**src/rtl/fpu_result_stage.sv**
```systemverilog
// Writeback buffer behind the FP multiplier: NaN-canonicalising FIFO with
// valid/ready on both sides, sticky exception flags and a saturating invalid count.
module fpu_result_stage #(
  parameter int exp   = 8,
  parameter int frac  = 23,
  parameter int width = exp + frac + 1,
  parameter int DEPTH = 4
) (
  input  logic                     clk,
  input  logic                     rst,
  input  logic                     in_valid,
  output logic                     in_ready,
  input  logic [width-1:0]         in_r,
  input  logic [4:0]               in_flags,
  output logic                     out_valid,
  input  logic                     out_ready,
  output logic [width-1:0]         out_r,
  output logic [4:0]               out_flags,
  output logic [4:0]               fflags,
  input  logic                     fflags_clr,
  output logic [15:0]              nv_count,
  output logic [$clog2(DEPTH):0]   occupancy
);

  localparam int PW = $clog2(DEPTH);
  localparam logic [PW:0] OCC_FULL = (PW+1)'(DEPTH);

  logic [width-1:0] r_mem [DEPTH];
  logic [4:0]       f_mem [DEPTH];
  logic [PW-1:0]    wr_ptr;
  logic [PW-1:0]    rd_ptr;
  logic             push;
  logic             pop;
  logic [width-1:0] in_canon;
  logic [4:0]       head_flags;

  // Quiet-NaN canonical form; infinities (zero fraction) pass untouched.
  always_comb begin
    in_canon = in_r;
    if ((&in_r[width-2 -: exp]) && (|in_r[frac-1:0]))
      in_canon = {1'b0, {exp{1'b1}}, 1'b1, {(frac-1){1'b0}}};
  end

  assign in_ready   = (occupancy != OCC_FULL);
  assign out_valid  = (occupancy != '0);
  assign push       = in_valid && in_ready;
  assign pop        = out_valid && out_ready;
  assign head_flags = f_mem[rd_ptr];

  // Storage is deliberately unreset; the head is masked while empty instead.
  assign out_r     = out_valid ? r_mem[rd_ptr] : '0;
  assign out_flags = out_valid ? head_flags    : '0;

  always_ff @(posedge clk) begin
    if (push) begin
      r_mem[wr_ptr] <= in_canon;
      f_mem[wr_ptr] <= in_flags;
    end
  end

  always_ff @(posedge clk or posedge rst) begin
    if (rst) begin
      wr_ptr    <= '0;
      rd_ptr    <= '0;
      occupancy <= '0;
    end else begin
      if (push)
        wr_ptr <= wr_ptr + 1'b1;
      if (pop)
        rd_ptr <= rd_ptr + 1'b1;
      case ({push, pop})
        2'b10:   occupancy <= occupancy + 1'b1;
        2'b01:   occupancy <= occupancy - 1'b1;
        default: occupancy <= occupancy;
      endcase
    end
  end

  always_ff @(posedge clk or posedge rst) begin
    if (rst) begin
      fflags   <= '0;
      nv_count <= '0;
    end else begin
      fflags <= (fflags_clr ? 5'd0 : fflags) | (pop ? head_flags : 5'd0);
      if (pop && head_flags[4] && (nv_count != 16'hFFFF))
        nv_count <= nv_count + 16'd1;
    end
  end

endmodule
```
**config.mk**
```make
export PLATFORM = sky130hd
export DESIGN_NAME = fpu_result_stage
export DESIGN_NICKNAME = d
export VERILOG_FILES = /design/src/rtl/fpu_result_stage.sv
export SDC_FILE = /design/constraint.sdc
export NUM_CORES = 1
export LEC_CHECK = 0
export CAP_MARGIN = 20
export CORE_ASPECT_RATIO = 0.5
export CORE_UTILIZATION = 58
export DETAILED_ROUTE_END_ITERATION = 7
export GPL_TIMING_DRIVEN = 0
export PLACE_DENSITY = 0.84
export SLEW_MARGIN = 10
export SYNTH_ARGS = -nofsm -noshare
export SYNTH_HDL_FRONTEND = slang
export SYNTH_SLANG_ARGS = --single-unit
export TNS_END_PERCENT = 20
```
**constraint.sdc**
```tcl
create_clock -name clk -period 3.5 [get_ports clk]
set_input_delay 0.525 -clock clk [delete_from_list [all_inputs] [get_ports clk]]
set_output_delay 0.525 -clock clk [all_outputs]
set_load 0.03 [all_outputs]
```
==> impl_metrics.json, run 1 <==
{
  "p_comb_frac": 0.420,
  "grt_use_met2": 0.419,
  "cts_buffers": 17,
  "synthTopCellsByArea": "edfxtp_1, mux4_2, dfrtp_1",
  "vias": 4033,
  "viasPerCell": 5.62,
  "powerDensity_nw_per_um2": 906,
  "cap_violations": 0,
  "die_y_um": 80.9,
  "drive_above_1_share": 0.165,
  "p_leak_nw": 3.23,
  "grt.busiest_layer": "met2",
  "min_period_ps": 3320,
  "post-cts-setup-buffers": 0,
  "clk_pin_slew_ps": 70,
  "met1_usage": 0.305,
  "filler_cell_count": 697,
  "period_share": 0.949,
  "initial_core_util": 0.602,
  "worst_slew_pin_slew_ps": 841,
  "grt_util_met3": 0.0480,
  "internal_power_mw": 5.38,
  "final_common_cell": "edfxtp_1",
  "netlist.area_leader.share": 0.616,
  "finalHoldViolations": 0,
  "cts_root_buf": "clkbuf_16",
  "cp-start-kind": "register",
  "rr_worst_depth": 10,
  "cts.htree.levels": 4,
  "synthDistinctLibCells": 31,
  "synth_fp_nets": 460,
  "yosysWarningCount": 0,
  "crit_fanout": 10,
  "core-area_um2": 12000,
  "final.setup.tns_ps": 0,
  "clk_latency_ps": 420,
  "drtIter0Drc": 272,
  "port_buffers": 104,
  "area_growth_pct": 27.0,
  "mappedNetlistArea_um2": 7210,
  "pin_count": 105,
  "rsz0062_at_grt": "false",
  "grt_max_degree": 29,
  "crit_type": "register to output pin",
  "dp_slack_ps": 289,
  "cts.sinks": 176,
  "netSwitchingFraction": 0.352,
  "max-slew-margin-rel": 0.437,
  "regArea_um2": 5140,
  "hold_ws_ps": 380,
  "grt_pass1_vias": 4112,
  "r2r-end": "occupancy[2]",
  "startpoint": "rd_ptr[1]",
  "cts_tree": "built",
  "finalPower_mw": 8.30,
  "dpl.hpwl_mm": 9.17,
  "fin_util": 0.765,
  "dp_cells": 684,
  "synth.avg_cell_area_um2": 17.6,
  "postRouteAntennaNets": 0,
  "rrSetupSlack_ps": 1310,
  "groute.usage.overall": 0.238,
  "antenna_found_initial": 0,
  "rows": 28,
  "outcome": "completed",
  "power_frac_clock": 0.225,
  "endpoint": "out_r[30]",
  "final_cell_mix": "edfxtp_1, clkdlybuf4s50_1, nor2b_1, mux4_2, dfrtp_1",
  "fin_worst_skew_ps": 12.2,
  "cts_max_path_buffers": 2,
  "routedWlPerCell_um": 20.0,
  "wirelength_mm": 14.4,
  "ys_seq_area_frac": 0.713,
  "grt_pass1_wl_mm": 22.1,
  "cts_hold_buf": 0,
  "seqPwrFrac": 0.355,
  "yosys_register_bits": 176,
  "postSynthCellCount": 411,
  "place.gp.congestion": 0.771,
  "num_antenna_cells": 0,
  "nets": 588,
  "crit_required_ps": 2970,
  "die_w_um": 160,
  "max-vdd-ir-drop_uv": 432,
  "synth_area_leader_cell": "edfxtp_1",
  "setup_viol": 0,
  "arrival_ps": 2800,
  "die-area_um2": 12900,
  "grt-ovfl-total": 0,
  "max_freq_mhz": 301,
  "p_sw_mw": 2.93,
  "dr.pass1.iters": 5,
  "regToRegStartpoint": "occupancy[0]",
  "final_cell_area_um2": 9160,
  "multi_input_area_um2": 1920,
  "place_area_um2": 8550,
  "maxSlewViolCount": 0,
  "hp-class": "primary input to asynchronous set/reset pin",
  "finalNonFillerCells": 717,
  "drcViolationCount": 0,
  "cp-end-kind": "output pin",
  "final_critical_path_setup_slack_ps": 177
}
==> repair_timing <==
action | CTS | global route
pin swaps | 0 | 0
setup endpoints to repair | 1 | 1
gates resized for setup | 1 | 1
==> worst max-delay path: stages, from the launching register on <==
cell and delay (ps):
dfrtp_1 380, buf_2 270, buf_1 540, mux4_2 320, nor2b_1 180, clkdlybuf4s50_1 700
==> cell type report <==
class | instances | share of cell area
well taps | 165 | 0.0225
flip-flops and latches | 176 | 0.562
plain buffers | 24 | 0.0117
clock buffers | 19 | 0.0472
multi-input cells | 197 | 0.209
inverters | 14 | 0.00574
repair buffers | 109 | 0.125
clock inverters | 13 | 0.0168
==> worst min path at each step <==
| stage | startpoint | to | depth (start not counted) |
|---|---|---|---|
| 2_1_floorplan | wr_ptr[1] | wr_ptr[1] | 1 |
| 4_1_cts | nv_count[15] | nv_count[15] | 1 |
| 5_1_grt | rst | nv_count[8] | 2 |
| 3_5_place_dp | nv_count[15] | nv_count[15] | 1 |
| 6_report | rst | nv_count[8] | 2 |
| 3_3_place_gp | nv_count[15] | nv_count[15] | 1 |
==> cell usage after synthesis, drive strengths merged <==
cell type    n
a21oi        1
and2        16
and3         4
and4         3
buf         11
clkbuf      13
dfrtp       28
edfxtp     148
fa           1
ha           6
inv         14
mux2         2
mux2i        1
mux4        37
nand2       13
nand2b       1
nand3        5
nand4        8
nand4b       1
nor2         5
nor2b       45
nor3         9
nor3b        1
nor4        11
o21ai        6
o31a         1
xnor2        3
xor2        17
==> power groups by stage <==
stage	Sequential [mW]	Combinational (mW)	Clock (mW)
5_1_grt	2.99	3.71	1.96
2_1_floorplan	3.09	2.05	0
3_5_place_dp	2.98	3.50	0
4_1_cts	2.95	3.53	1.89
6_report	2.95	3.49	1.87
3_3_place_gp	2.98	3.40	0
==> kinds of logic (layout without fill, tap and decap cells) <==
group | count (synthesis) | after routing | synth area share
xor gates and xnor gates | 20 | 20 | 0.0243
muxes | 40 | 40 | 0.120
DFF | 176 | 176 | 0.713
adders and majority gates | 7 | 7 | 0.0132
AOI/OAI and AO/OA | 8 | 8 | 0.00607
and+or+nand+nor | 122 | 122 | 0.101
buffers and inverters | 38 | 179 | 0.0219
==> registers in the layout, summed over array words and instances (netlist names) <==
register / count
wr_ptr: 2
nv_count: 16
r_mem: 128
fflags: 5
rd_ptr: 2
f_mem: 20
occupancy: 3
==> routing by layer <==
layer / up-vias / routed length [µm]
met2: 122 / 7470
met1: 2065 / 6160
met4: 0 / 152
met5: - / 0
li1: 1831 / -
met3: 15 / 587
Note: power is estimated with default switching activity, not from simulation.
==> inputs of run 2 (changes only) <==
--- a/config.mk
+++ b/config.mk
@@ -11,7 +11,6 @@
 export DETAILED_ROUTE_END_ITERATION = 7
 export GPL_TIMING_DRIVEN = 0
 export PLACE_DENSITY = 0.84
-export SLEW_MARGIN = 10
 export SYNTH_ARGS = -nofsm -noshare
 export SYNTH_HDL_FRONTEND = slang
 export SYNTH_SLANG_ARGS = --single-unit
==> run 2 against run 1 <==
Compared with the run above: setup slack lost 4.8 ps; critical path depth stayed put; largest cell class unchanged; total power is essentially flat; clock power barely moved; core utilization is the same.
==> impl_metrics.json, run 2 (synthesis results as in run 1) <==
{
  "crit_type": "register to output pin",
  "cp-end-kind": "output pin",
  "regToRegStartpoint": "occupancy[0]",
  "core-area_um2": 12000,
  "initial_core_util": 0.602,
  "arrival_ps": 2800,
  "cts_tree": "built",
  "pin_count": 105,
  "rr_worst_depth": 10,
  "min_period_ps": 3330,
  "cts.htree.levels": 4,
  "cap_violations": 0,
  "final_common_cell": "edfxtp_1",
  "path_depth": 5,
  "crit_required_ps": 2970,
  "endpoint": "out_r[30]",
  "grt-ovfl-total": 0,
  "die_w_um": 160,
  "routedWlPerCell_um": 20.0,
  "hp-class": "primary input to asynchronous set/reset pin",
  "setup_viol": 0,
  "drive_above_1_share": 0.165,
  "period_share": 0.951,
  "cts_root_buf": "clkbuf_16",
  "finalHoldViolations": 0,
  "critical_path.slowest_cell": "clkdlybuf4s50_1",
  "die-area_um2": 12900,
  "startpoint": "rd_ptr[1]",
  "drtIter0Drc": 258,
  "vias": 4021,
  "antenna_found_initial": 0,
  "rsz0062_at_grt": "false",
  "fin_worst_skew_ps": 12.9,
  "critPathBufInv": 3,
  "clk_pin_slew_ps": 70,
  "dpl.hpwl_mm": 9.17,
  "dr.pass1.iters": 4,
  "path_delay_family": "buffers and inverters",
  "viasPerCell": 5.61,
  "slowest_delay_ps": 700,
  "r2r-end": "occupancy[2]",
  "nets": 588,
  "area_growth_pct": 27.0,
  "powerDensity_nw_per_um2": 906,
  "postRouteAntennaNets": 0,
  "rows": 28,
  "groute.usage.overall": 0.238,
  "max-slew-margin-rel": 0.445,
  "drcViolationCount": 0,
  "clk_latency_ps": 420,
  "crit_fanout": 10,
  "place.gp.congestion": 0.771,
  "num_antenna_cells": 0,
  "worst_slew_pin_slew_ps": 829,
  "max_freq_mhz": 301,
  "final_cell_mix": "edfxtp_1, clkdlybuf4s50_1, nor2b_1, mux4_2, dfrtp_1",
  "cts_buffers": 17,
  "p_leak_nw": 3.24,
  "cts_max_path_buffers": 2,
  "wirelength_mm": 14.4,
  "largest_register_ffs": 128,
  "grt_pass1_wl_mm": 22.1,
  "top_regs": "r_mem (128), f_mem (20), nv_count (16)",
  "top_register": "r_mem",
  "cts_hold_buf": 0,
  "grt_max_degree": 29,
  "rrSetupSlack_ps": 1300,
  "die_y_um": 80.9,
  "maxSlewViolCount": 0,
  "cts.sinks": 176,
  "post-cts-setup-buffers": 0,
  "port_buffers": 104,
  "grt_pass1_vias": 4112,
  "max-vdd-ir-drop_uv": 432,
  "outcome": "completed",
  "final.setup.tns_ps": 0,
  "cp-start-kind": "register",
  "hold_ws_ps": 436,
  "cp_cell_sequence": "buf_2 > buf_1 > mux4_2 > nor2b_1 > clkdlybuf4s50_1"
}
## run 2: layer usage
metal	wire [µm]	share of wire	vias up	global-route usage
li1	-	-	1826	-
met1	6200	0.43	2072	0.305
met2	7470	0.52	108	0.419
met4	176	0.012	0	0.0769
met3	519	0.036	15	0.0480
met5	0	0	-	0
## run 2: layout make-up
class | count | area (µm²)
Buffer | 24 | 108
Clock buffer | 19 | 433
Clock inverter | 13 | 154
Fill cell | 697 | 2820
Inverter | 14 | 52.6
Multi-Input combinational cell | 197 | 1920
Sequential cell | 176 | 5140
Tap cell | 165 | 206
Timing Repair Buffer | 109 | 1150
## run 2: power by group
part | leakage, nW | switching, mW | internal [mW]
sequential | 1.71 | 0.184 | 2.76
clock | 0.279 | 0.800 | 1.07
combinational | 1.25 | 1.94 | 1.55
total | 3.24 | 2.93 | 5.38
## run 2: repair_timing
action                                  CTS  global route
resized for setup                         1             1
pin swaps                                 0             0
endpoints found under the hold margin     0             0
endpoints found under the setup margin    1             1
## run 2: stage by stage
step	total power [mW]	instance area, µm²	util	std cells	worst slack [ps]
final	8.31	9160	0.765	717	173
after global routing	8.66	9160	0.765	717	2.41
after CTS	8.37	9130	0.762	716	100
after detailed placement	6.48	8550	0.713	684	289
after global placement	6.38	8460	0.706	680	380
after floorplan	5.15	7210	-	411	1070
## run 2: worst min-delay path by stage
stage                 start      endpoint  depth (start not counted)
2_1_floorplan     wr_ptr[1]     wr_ptr[1]                          1
3_3_place_gp   nv_count[15]  nv_count[15]                          1
3_5_place_dp   nv_count[15]  nv_count[15]                          1
4_1_cts        nv_count[15]  nv_count[15]                          1
5_1_grt                 rst   nv_count[8]                          2
6_report                rst   nv_count[8]                          2
==> RTL edit: new RTL, settings of run 1 <==
Make the reset (`rst`) synchronous in 2 clocked blocks.
--- a/src/rtl/fpu_result_stage.sv
+++ b/src/rtl/fpu_result_stage.sv
@@ -59,5 +59,5 @@
   end
 
-  always_ff @(posedge clk or posedge rst) begin
+  always_ff @(posedge clk) begin
     if (rst) begin
       wr_ptr    <= '0;
@@ -77,5 +77,5 @@
   end
 
-  always_ff @(posedge clk or posedge rst) begin
+  always_ff @(posedge clk) begin
     if (rst) begin
       fflags   <= '0;
Behaviour: differs if rst is asserted again (counterexample within 4 cycles, from zero or initial values and one cycle with rst high); with rst held inactive, the same outputs for 10 cycles.
==> RTL edit against run 1 <==
  * Total power is 13% lower
  * Sequential cell count rose by 2
  * Largest power group is now registers
  * Combinational power is 26% lower
  * Setup slack gained 0.044 ns
  * Critical path type unchanged
  * Synthesized cell count up 8.3%
  * Final area is 0.82% higher
  * Wire length is 0.76% lower
  * Maximum frequency is 1.3% higher
  * Area after synthesis up 0.97%
==> RTL edit: results (changes against run 1) <==
qor: synthesis.synth_adder_area_share 0.0131 [-0.000127]
qor: synthesis.synthArstFlopShare 0 [-0.159]
qor: synthesis.synth_top_cells_by_count 148 x sky130_fd_sc_hd__edfxtp_1, 56 x sky130_fd_sc_hd__and2_1, 35 x sky130_fd_sc_hd__mux4_2
qor: cells_and_area.num_antenna_cells 0 [unchanged]
qor: route.avgRoutedWirePerCell 19.0 um [-5.0%]
qor: synthesis.postSynthNetCount 494 [+7.4%]
qor: global_routing.grt_util_all_layers 0.232 [-0.00638]
qor: timing.fin_worst_skew 0.0106 ns [-0.00164 ns]
qor: cts.clkLatencyLatePin 0.42 ns [about the same]
qor: global_routing.grt_first_pass_wirelength 21.8 mm [-1.4%]
qor: route.detail_route.iter0.violations 258 [-5.1%]
qor: cells_and_area.commonest_non_fill_non_tap_cell_in_the_layout sky130_fd_sc_hd__edfxtp_1
qor: cells_and_area.largest_registers r_mem x128, f_mem x20, nv_count x16
qor: worst_hold_path.worst_hold_path_type reg -> reg
qor: synthesis.synth.top_cells.by_area sky130_fd_sc_hd__edfxtp_1 61%, sky130_fd_sc_hd__mux4_2 11%, sky130_fd_sc_hd__dfxtp_1 8.2%, sky130_fd_sc_hd__and2_1 4.8%, sky130_fd_sc_hd__nor2_1 1.3%
qor: pwr.leakage_power 3.06 nW [-5.4%]
qor: cells_and_area.nNetsFinal 621 [+5.6%]
qor: placed_design.io_buffers 103 [-0.96%]
qor: synthesis.synthMuxAreaShare 0.117 [-0.00322]
qor: route.vias 4229 [+4.9%]
qor: cts.post_cts_sizing 0 [-1]
qor: synthesis.synth.lib_cells_used.distinct 37 [+19%]
qor: pwr.vdd_ir_drop_max 0.539 mV [+25%]
qor: cts.clk_pin_slew 0.07 ns [about the same]
qor: placed_design.globalplace.congestion 0.843 [+9.4%]
qor: status.outcome completed
qor: placed_design.area_of_placed_instances 8610 um2 [+0.70%]
qor: synthesis.yosysWarnings 0 [unchanged]
qor: synthesis.synth_compound_gate_area_share 0.0215 [+0.0154]
qor: global_routing.grt_start_max_net_pins 30 [+3.4%]
qor: timing.maxSlewHeadroom 0.566 [+0.128]
qor: cts.tritoncts.num_buffers 17 [unchanged]
qor: synthesis.synth-xor-area-share 0.0192 [-0.00504]
qor: placed_design.dp_worst_setup_slack 0.397 ns [+0.108 ns]
qor: global_routing.antenna_found_initial 0 [unchanged]
qor: cts.cts-root-buf sky130_fd_sc_hd__clkbuf_16
qor: cts.clock_tree.htree_level_count 4 [unchanged]
qor: synthesis.synth_sequential_area_ratio 0.693 [-0.0206]
qor: cells_and_area.layout-drive-gt1-share 0.146 [-0.0193]
qor: setup_path.critPathMaxFanout 10 [unchanged]
qor: placed_design.dp_hpwl 9.50 mm [+3.6%]
qor: setup_path.cp_data_arrival_time 2.75 ns [-0.05 ns]
qor: synthesis.synth_enable_flop_cells 148 [unchanged]
[RTL edit: changes by cell type in the layout (fill, tap and decap cells not counted), sizes merged, moves of 9 or more]
cell / before / now
and2: 16 / 56
nor2b: 45 / 12
dfxtp: 0 / 30
dfrtp: 28 / 0
nor2: 5 / 25
a21oi: 1 / 11
xor2: 17 / 8
[RTL edit: metrics by stage]
stage	hold WS [ns]	std cells
6_report	0.475	749
2_1_floorplan	0.469	445
3_3_place_gp	0.466	713
4_1_cts	0.473	748
5_1_grt	0.517	749
3_5_place_dp	0.461	717
[RTL edit: routing by layer]
layer  track usage  vias up  share of wire
met5             0        -              0
met4        0.0657        0         0.0026
met3        0.0608        4          0.049
met2         0.408      133           0.52
met1         0.289     2142           0.43
li1              -     1950              -
[RTL edit: final timing paths]
path / slack [ns] / cells after the start / endpoint / startpoint
worst max-delay path: 0.22 / 5 / out_r[16] / occupancy[2]
worst max register to register: 1.17 / 10 / occupancy[2] / occupancy[0]
worst min-delay path: 0.47 / 2 / fflags[4] / fflags[4]
worst min register to register: 0.47 / 2 / fflags[4] / fflags[4]
[RTL edit: logic make-up after synthesis]
logic type	count (synthesis)
mux	38
fa+ha+maj	7
flops	178
compound gates	25
simple gates	145
xor+xnor	16
buf+inv	36
[RTL edit: report_power, final]
part           switching, mW  total, mW  internal, mW
sequential            0.0875       2.62          2.53
clock                  0.794       2.00          1.21
combinational           1.44       2.58          1.13
total                   2.33       7.20          4.87
[RTL edit: area by class of cell]
| class | instances | area (um2) |
|---|---|---|
| Fill cell | 715 | 2780 |
| Timing Repair Buffer | 108 | 1120 |
| Sequential cell | 178 | 5040 |
| Tap cell | 165 | 206 |
| Inverter | 7 | 26.3 |
| Clock inverter | 13 | 196 |
| Multi-Input combinational cell | 231 | 2080 |
| Clock buffer | 18 | 429 |
| Buffer | 29 | 143 |
[RTL edit: worst max-delay path, cell delays in order, from the launching register on]
cell and delay, ns:
sky130_fd_sc_hd__dfxtp_1 0.45, sky130_fd_sc_hd__or3_1 0.18, sky130_fd_sc_hd__clkbuf_1 0.42, sky130_fd_sc_hd__clkbuf_1 0.38, sky130_fd_sc_hd__and2_1 0.21, sky130_fd_sc_hd__clkdlybuf4s50_1 0.68
